File: config.mk
export PLATFORM = sky130hd
export DESIGN_NAME = sched_ctrl
export DESIGN_NICKNAME = d
export VERILOG_FILES = /design/src/rtl/sched_ctrl_pkg.sv /design/src/rtl/sched_ctrl.sv
export SDC_FILE = /design/constraint.sdc
export NUM_CORES = 1
export LEC_CHECK = 0
export CORE_MARGIN = 5
export CORE_UTILIZATION = 35
export CTS_BUF_LIST = sky130_fd_sc_hd__clkbuf_4 sky130_fd_sc_hd__clkbuf_8 sky130_fd_sc_hd__clkbuf_16
export CTS_CLUSTER_SIZE = 25
export DETAILED_ROUTE_END_ITERATION = 10
export GPL_TIMING_DRIVEN = 0
export PLACE_DENSITY = 0.73
export SLEW_MARGIN = 20
export SYNTH_ARGS = -nofsm -noshare
export SYNTH_HDL_FRONTEND = slang
export SYNTH_SLANG_ARGS = --single-unit
File: constraint.sdc
create_clock -name clk -period 2.11 [get_ports clk]
set_input_delay 0.422 -clock clk [delete_from_list [all_inputs] [get_ports clk]]
set_output_delay 0.422 -clock clk [all_outputs]
set_load 0.1 [all_outputs]
File: src/rtl/sched_ctrl_pkg.sv
// Shared types and constants for the pipeline scheduler: decode schedule
// types, interrupt defaults and the 2-bit scheduler FSM encoding.
package sched_ctrl_pkg;

    typedef enum logic [3:0] {
        SCHED_NONE          = 4'h0,
        SCHED_PAUSE_FOR_LW  = 4'h1,
        SCHED_PAUSE_FOR_MUL = 4'h2,
        SCHED_BRANCH        = 4'h3,
        SCHED_INT           = 4'h4
    } sched_type_e;

    localparam logic [15:0] SCHED_INT_VECTOR = 16'h0008;
    localparam logic [3:0]  SCHED_ERET_ID    = 4'hF;

    typedef enum logic [1:0] {
        S_RUN        = 2'd0,
        S_INT_FLUSH  = 2'd1,
        S_ERET_FLUSH = 2'd2
    } sched_state_e;

    // Cause register layout: bit 7 flags a hardware source, low nibble is the id.
    function automatic logic [7:0] sched_cause(input logic hw, input logic [3:0] id);
        return {hw, 3'b000, id};
    endfunction

endpackage

File: src/rtl/sched_ctrl.sv
// Pipeline scheduler: turns decode requests and the external interrupt line
// into PC redirect, IF/ID stall/flush and ID/EX bubble; owns int_en/cause/epc.
module sched_ctrl
    import sched_ctrl_pkg::*;
#(
    parameter logic [15:0] INT_VECTOR = SCHED_INT_VECTOR,
    parameter logic [3:0]  ERET_ID    = SCHED_ERET_ID
) (
    input  logic        clk,
    input  logic        rst,
    input  logic        sci_pause_request,
    input  logic [3:0]  sci_sched_type,
    input  logic        sci_branch,
    input  logic [15:0] sci_new_pc,
    input  logic [15:0] sci_addr,
    input  logic        sci_int,
    input  logic [3:0]  sci_int_id,
    input  logic        sci_int_set,
    input  logic        sci_int_val,
    input  logic        sci_hw_int,
    input  logic [3:0]  sci_hw_int_id,
    output logic        sco_pc_load,
    output logic [15:0] sco_pc_value,
    output logic        sco_stall_if,
    output logic        sco_stall_id,
    output logic        sco_flush_id,
    output logic        sco_bubble_ex,
    output logic        sco_int_en,
    output logic [7:0]  sco_cause,
    output logic [15:0] sco_epc
);

    sched_state_e state_q, state_d;
    logic         int_en_q, int_en_d;
    logic [7:0]   cause_q, cause_d;
    logic [15:0]  epc_q, epc_d;
    logic         pend_q;
    logic [3:0]   pend_id_q;
    logic         pend_clr;

    logic is_pause, is_eret, is_swint, is_hwint;

    always_comb begin
        is_pause = sci_pause_request && (sci_sched_type == SCHED_PAUSE_FOR_LW);
        is_eret  = sci_int && (sci_int_id == ERET_ID);
        is_swint = sci_int && (sci_int_id != ERET_ID);
        is_hwint = pend_q && int_en_q && !sci_branch;
    end

    always_comb begin
        state_d       = state_q;
        int_en_d      = int_en_q;
        cause_d       = cause_q;
        epc_d         = epc_q;
        pend_clr      = 1'b0;
        sco_pc_load   = 1'b0;
        sco_pc_value  = 16'h0000;
        sco_stall_if  = 1'b0;
        sco_stall_id  = 1'b0;
        sco_flush_id  = 1'b0;
        sco_bubble_ex = 1'b0;

        unique case (state_q)
            S_RUN: begin
                if (is_pause) begin
                    // Instruction in ID is held and re-presented next cycle.
                    sco_stall_if  = 1'b1;
                    sco_stall_id  = 1'b1;
                    sco_bubble_ex = 1'b1;
                end else if (is_eret) begin
                    sco_pc_load   = 1'b1;
                    sco_pc_value  = epc_q;
                    sco_flush_id  = 1'b1;
                    sco_bubble_ex = 1'b1;
                    int_en_d      = 1'b1;
                    state_d       = S_ERET_FLUSH;
                end else if (is_swint) begin
                    sco_pc_load   = 1'b1;
                    sco_pc_value  = INT_VECTOR;
                    sco_flush_id  = 1'b1;
                    sco_bubble_ex = 1'b1;
                    epc_d         = sci_addr + 16'd1;
                    cause_d       = sched_cause(1'b0, sci_int_id);
                    int_en_d      = 1'b0;
                    state_d       = S_INT_FLUSH;
                end else if (is_hwint) begin
                    // ID instruction is squashed, so it must be re-executed on return.
                    sco_pc_load   = 1'b1;
                    sco_pc_value  = INT_VECTOR;
                    sco_flush_id  = 1'b1;
                    sco_bubble_ex = 1'b1;
                    epc_d         = sci_addr;
                    cause_d       = sched_cause(1'b1, pend_id_q);
                    int_en_d      = 1'b0;
                    pend_clr      = 1'b1;
                    state_d       = S_INT_FLUSH;
                end else begin
                    if (sci_branch) begin
                        sco_pc_load  = 1'b1;
                        sco_pc_value = sci_new_pc;
                    end
                    if (sci_int_set) begin
                        int_en_d = sci_int_val;
                    end
                end
            end
            S_INT_FLUSH, S_ERET_FLUSH: begin
                sco_flush_id  = 1'b1;
                sco_bubble_ex = 1'b1;
                state_d       = S_RUN;
            end
            default: begin
                state_d = S_RUN;
            end
        endcase
    end

    always_ff @(posedge clk or negedge rst) begin
        if (!rst) begin
            state_q  <= S_RUN;
            int_en_q <= 1'b0;
            cause_q  <= 8'h00;
            epc_q    <= 16'h0000;
        end else begin
            state_q  <= state_d;
            int_en_q <= int_en_d;
            cause_q  <= cause_d;
            epc_q    <= epc_d;
        end
    end

    // First pulse wins while pending; a pulse on the clearing cycle re-arms.
    always_ff @(posedge clk or negedge rst) begin
        if (!rst) begin
            pend_q    <= 1'b0;
            pend_id_q <= 4'h0;
        end else if (sci_hw_int && (!pend_q || pend_clr)) begin
            pend_q    <= 1'b1;
            pend_id_q <= sci_hw_int_id;
        end else if (pend_clr) begin
            pend_q    <= 1'b0;
        end
    end

    assign sco_int_en = int_en_q;
    assign sco_cause  = cause_q;
    assign sco_epc    = epc_q;

endmodule

==> Word-level counts from Yosys, hierarchy flattened <==
Index checks and enable logic that the tools add are counted.
{ "op_classes": {"add_sub_neg": 1, "multipliers": 0, "div_mod_pow": 0, "n_lt_le_gt_ge": 0, "eq_ne": 7, "shifts": 0, "n_mux": 40, "bitwise": 2, "reduce_logical": 17} }
{ "ops": {"columns": ["op", "count"], "rows": [
  ["2-to-1 mux 16 bit", 8],
  ["2-to-1 mux 1 bit", 23],
  ["adder 16 x 1 -> 16 bit (second input constant)", 1],
  ["2-to-1 mux 8 bit", 2],
  ["2-to-1 mux 2 bit", 5],
  ["!= test 4 bit (second input constant)", 2],
  ["logical AND 1 bit", 6],
  ["== test 4 x 1 -> 1 bit (second input constant)", 1],
  ["== test 4 bit (second input constant)", 1],
  ["case mux 1 bit (2 select lines)", 2],
  ["AND reduction 4 bit", 1],
  ["nonzero test 2 bit", 2],
  ["nonzero test 4 bit", 1],
  ["AND reduction 3 bit", 1],
  ["== test 2 x 1 -> 1 bit (second input constant)", 1],
  ["== test 2 bit (second input constant)", 1],
  ["zero test 1 bit", 2],
  ["zero test 2 bit", 1],
  ["!= test 2 bit (second input constant)", 1],
  ["NOT 1 bit", 2],
  ["AND reduction 2 bit", 1],
  ["OR reduction 2 bit", 1],
  ["logical OR 1 bit", 1]
]} }
{ "word_totals": {"register_bits": 32, "latch_bits": 0, "mem_bits_rw": 0, "romBits": 0, "inputBits": 52, "output_inout_bits": 46, "wordCells": 73, "mem_count": 0} }

==> Depth between registers and ports, before layout <==
{ "logic_depth": {"ltp_word": 10, "mapped_depth": 7, "ltp_nobuf": 6} }

==> Least setup slack after synthesis <==
OpenSTA, ideal clock, no wires.
{ "synth_path": {"path_kind": "reg-to-output", "from": "reg state_q[0]", "to": "out sco_stall_if", "arrival_time_ns": 3.395, "required_time_ns": 1.688, "setup_slack_ns": -1.707, "stages_incl_launch_ff": 6, "n_path_buf": 1, "cell_sequence": "dfrtp_1 -> inv_1 -> ha_1 -> inv_1 -> nor3_1 -> buf_4"} }
{ "synth_between": {"elab_chain_len": 2} }
{ "synth_lines": {"columns": ["item", "line", "source"], "rows": [
  ["from (decl)", "sched_ctrl.sv:33", "sched_state_e state_q, state_d;"],
  ["from (signal assigned)", "sched_ctrl.sv:125", "state_q <= state_d;"],
  ["zero test 2 bit", null, null],
  ["2-to-1 mux 1 bit", null, null],
  ["to (decl)", "sched_ctrl.sv:24", "output logic sco_stall_if,"]
]} }
Every way passes these cells.

==> Worst setup path after layout <==
{ "layout_path": {"from": "reg state_q[0]", "to": "out sco_pc_value[9]"} }
{ "layout_between": {"elab_chain_len": 2} }
{ "layout_lines": {"columns": ["item", "line", "source"], "rows": [
  ["zero test 2 bit", "sched_ctrl.sv:63", "unique case (state_q)"],
  ["2-to-1 mux 16 bit", "sched_ctrl.sv:63", null],
  ["to (decl)", "sched_ctrl.sv:23", "output logic [15:0] sco_pc_value,"]
]} }
Every way passes these cells.

==> results.cfg <==
[cells_and_area]
finalNonFillerCells = 399
nNetsFinal = 383
drive_gt1_frac = 0.3617
fillCellCount = 379
diodes = 0
utilization = 0.7342
syn2layout_area_growth_pct = 103.4

[sta]
hold_violations = 0
slew_headroom = 0.3391
setup_violations = 17
timing.final.ws_setup_ns = -0.2020
drv_slew = 0
setup_tns_ns = -2.534
max_freq_ghz = 0.4325
worstMarginPinSlew_ns = 0.9953
post-route-period-util = 1.096
rsz0062_at_grt = true
period_needed_ns = 2.312
fin_skew_ns = 0.003663

[placement]
post-place-ws_ns = -1.949
hpwl_um = 4670
port_buffers = 94
place.gp.congestion = 0.8045
dp.cells = 364

[die]
io_pins = 98
coreArea_mm2 = 0.005140
row_count = 26
die_area_mm2 = 0.006858
start_util = 0.3610
fp.dieH_um = 82.81
die_w_um = 82.81

[routing]
wirelength_um = 7349
drt_iter0_drc = 81
via_per_inst = 5.464
wire_per_inst_um = 18.42
drc = 0
num_vias = 2180
drtPass1Iterations = 4
drtAntennaViolNets = 0

[logic_synthesis]
postSynth.asyncResetShare = 1.000
synth_edf_count = 0
synth_commonest_cells = dfrtp_1, a21oi_1, a22o_1
netlist.area_leader.share = 0.3911
synth_cells = 198
syn-cell-area_mm2 = 0.001856
synth-seq-cells = 29
synth_area_leaders = dfrtp_1, a22o_1, a21oi_1, xnor2_1, mux2_2
seq_area_frac_synth = 0.3911
synthFlopType = dfrtp_1
synth_cell_types = 43
avgSynthCellArea_um2 = 9.371
ys_warn_count = 0
synth_most_common_cell = dfrtp_1
synth_top_area_cell = dfrtp_1

[global_route]
gr-total-overflow = 0
grt_pass1_wl_um = 11960
grt_max_degree = 30
grt_pass1_vias = 2313
antenna_found_initial = 0
grt_usage = 0.2115

[clock_network]
postCtsHoldBufs = 0
clk_path_buf_depth = 2
clkTransAtPathRegs_ns = 0.06
clkSinkCount = 29
cts_max_level = 2
clk_latency_ns = 0.28
cts-root-buf = clkbuf_8
numCtsBuffers = 5
cts_tree = done

[critical_path]
crit_required_ns = 1.69
path_cells = inv_2 -> ha_4 -> o21ai_4 -> buf_6 -> nor2_4 -> clkbuf_16 -> a22o_4 -> buf_12
cp_max_fo = 5
cp-end-kind = primary output
crit_arrival_ns = 1.89
critPathMaxStageDelay_ns = 0.39
critical_path.top_delay_family = buffers and inverters
cp_num_buf_inv = 4
path_class = register to primary output
start_kind = register
slowest_stage = dfrtp_1

[power]
vdd_drop_max_v = 0.0009705
power.density_mw_per_mm2 = 1469
power_mw = 5.542
p_leak_nw = 1.570

[worst_hold_path]
hp-class = input pin to async pin

[run_status]
violations = negative setup slack
outcome = complete, but fails checks

[flow_run]
drv_cap = 0
==> path summary, 6_finish.rpt <==
kind	from	to	slack, ns	cells after the start
max	state_q[0]$_DFFE_PN0P_	sco_pc_value[9]	-0.20	8
min	rst	sco_epc[1]$_DFFE_PN0P_	0.18	1
max reg2reg	pend_q$_DFFE_PN0P_	sco_epc[4]$_DFFE_PN0P_	0.07	6
min reg2reg	sco_cause[2]$_DFFE_PN0P_	sco_cause[2]$_DFFE_PN0P_	0.51	2
max in group asynchronous	rst	sco_int_en$_DFFE_PN0P_	1.42	1
min in group clk	sco_cause[2]$_DFFE_PN0P_	sco_cause[2]$_DFFE_PN0P_	0.51	2
==> routing by layer <==
layer,part of all wire,track usage,up-vias
met2,0.50,0.3484,86
li1,-,-,1015
met4,0.014,0.05795,0
met5,0,0,-
met1,0.43,0.2774,1067
met3,0.054,0.04950,12
==> cell type report <==
class / count / area [um2] / share of cell area
plain buffers: 13 / 123.9 / 0.03282
clock buffers: 8 / 91.34 / 0.02420
inverters: 8 / 30.03 / 0.007958
multi-input cells: 149 / 1345 / 0.3564
flip-flops and latches: 29 / 729.5 / 0.1933
well taps: 70 / 87.58 / 0.02321
repair buffers: 122 / 1366 / 0.3621
==> cells by family (layout without fill, tap and decap cells) <==
group,count (synthesis),count (layout),synth area share
compound gates,78,78,0.2825
xor+xnor,11,11,0.05193
fa+ha+maj,3,3,0.02023
buf+inv,22,151,0.05597
flops,29,29,0.3911
mux,7,7,0.04180
other cells,1,3,0.002021
simple gates,47,47,0.1544
==> power breakdown <==
part	switching, mW	internal [mW]
combinational	2.85	1.15
sequential	0.235	0.822
clock	0.211	0.272
total	3.30	2.24
==> what timing repair did <==
| item | CTS | global route |
|---|---|---|
| setup endpoints to repair | 59 | 36 |
| gates resized for setup | 264 | 13 |
| cloned | 2 | 0 |
| pin swaps | 15 | 5 |
| hold endpoints to repair | 0 | 0 |
| buffers inserted | 19 | 8 |
==> cell usage in the layout, fill, tap and decap left out, drive strengths merged, types with 4 or more instances in the layout <==
| cell type | synthesis | routed |
|---|---|---|
| a2bb2oi | 4 | 4 |
| o21ai | 13 | 13 |
| dfrtp | 29 | 29 |
| nand4 | 6 | 6 |
| inv | 8 | 8 |
| clkdlybuf4s50 | 0 | 39 |
| a21oi | 24 | 24 |
| mux2 | 6 | 6 |
| o22ai | 6 | 6 |
| dlygate4sd2 | 0 | 27 |
| xnor2 | 9 | 9 |
| buf | 7 | 61 |
| nand2 | 7 | 7 |
| a22o | 15 | 15 |
| o31ai | 5 | 5 |
| nor4 | 5 | 5 |
| clkbuf | 7 | 15 |
| nor2 | 11 | 11 |
| nand3 | 4 | 4 |
==> flip-flops by register name, indices dropped and copies added (netlist names) <==
signal      count
pend_id_q       4
pend_q          1
sco_cause       5
sco_epc        16
sco_int_en      1
state_q         2
==> worst reg2reg max path, cell delays in order, from the launching register on <==
cell,delay (ns)
dfrtp_1,0.50
and3b_2,0.33
o221ai_4,0.14
buf_4,0.17
nor2_2,0.34
buf_2,0.32
a21oi_1,0.11
==> through the flow <==
| step | hold slack, ns | instance area (um2) |
|---|---|---|
| floorplan | 0.1264 | 2052 |
| global placement | 0.4962 | 3080 |
| finish | 0.1794 | 3774 |
| global route | 0.2292 | 3774 |
| CTS | 0.1887 | 3704 |
| detailed placement | 0.4918 | 3075 |
No activity file was read; power rests on OpenSTA's default activity.
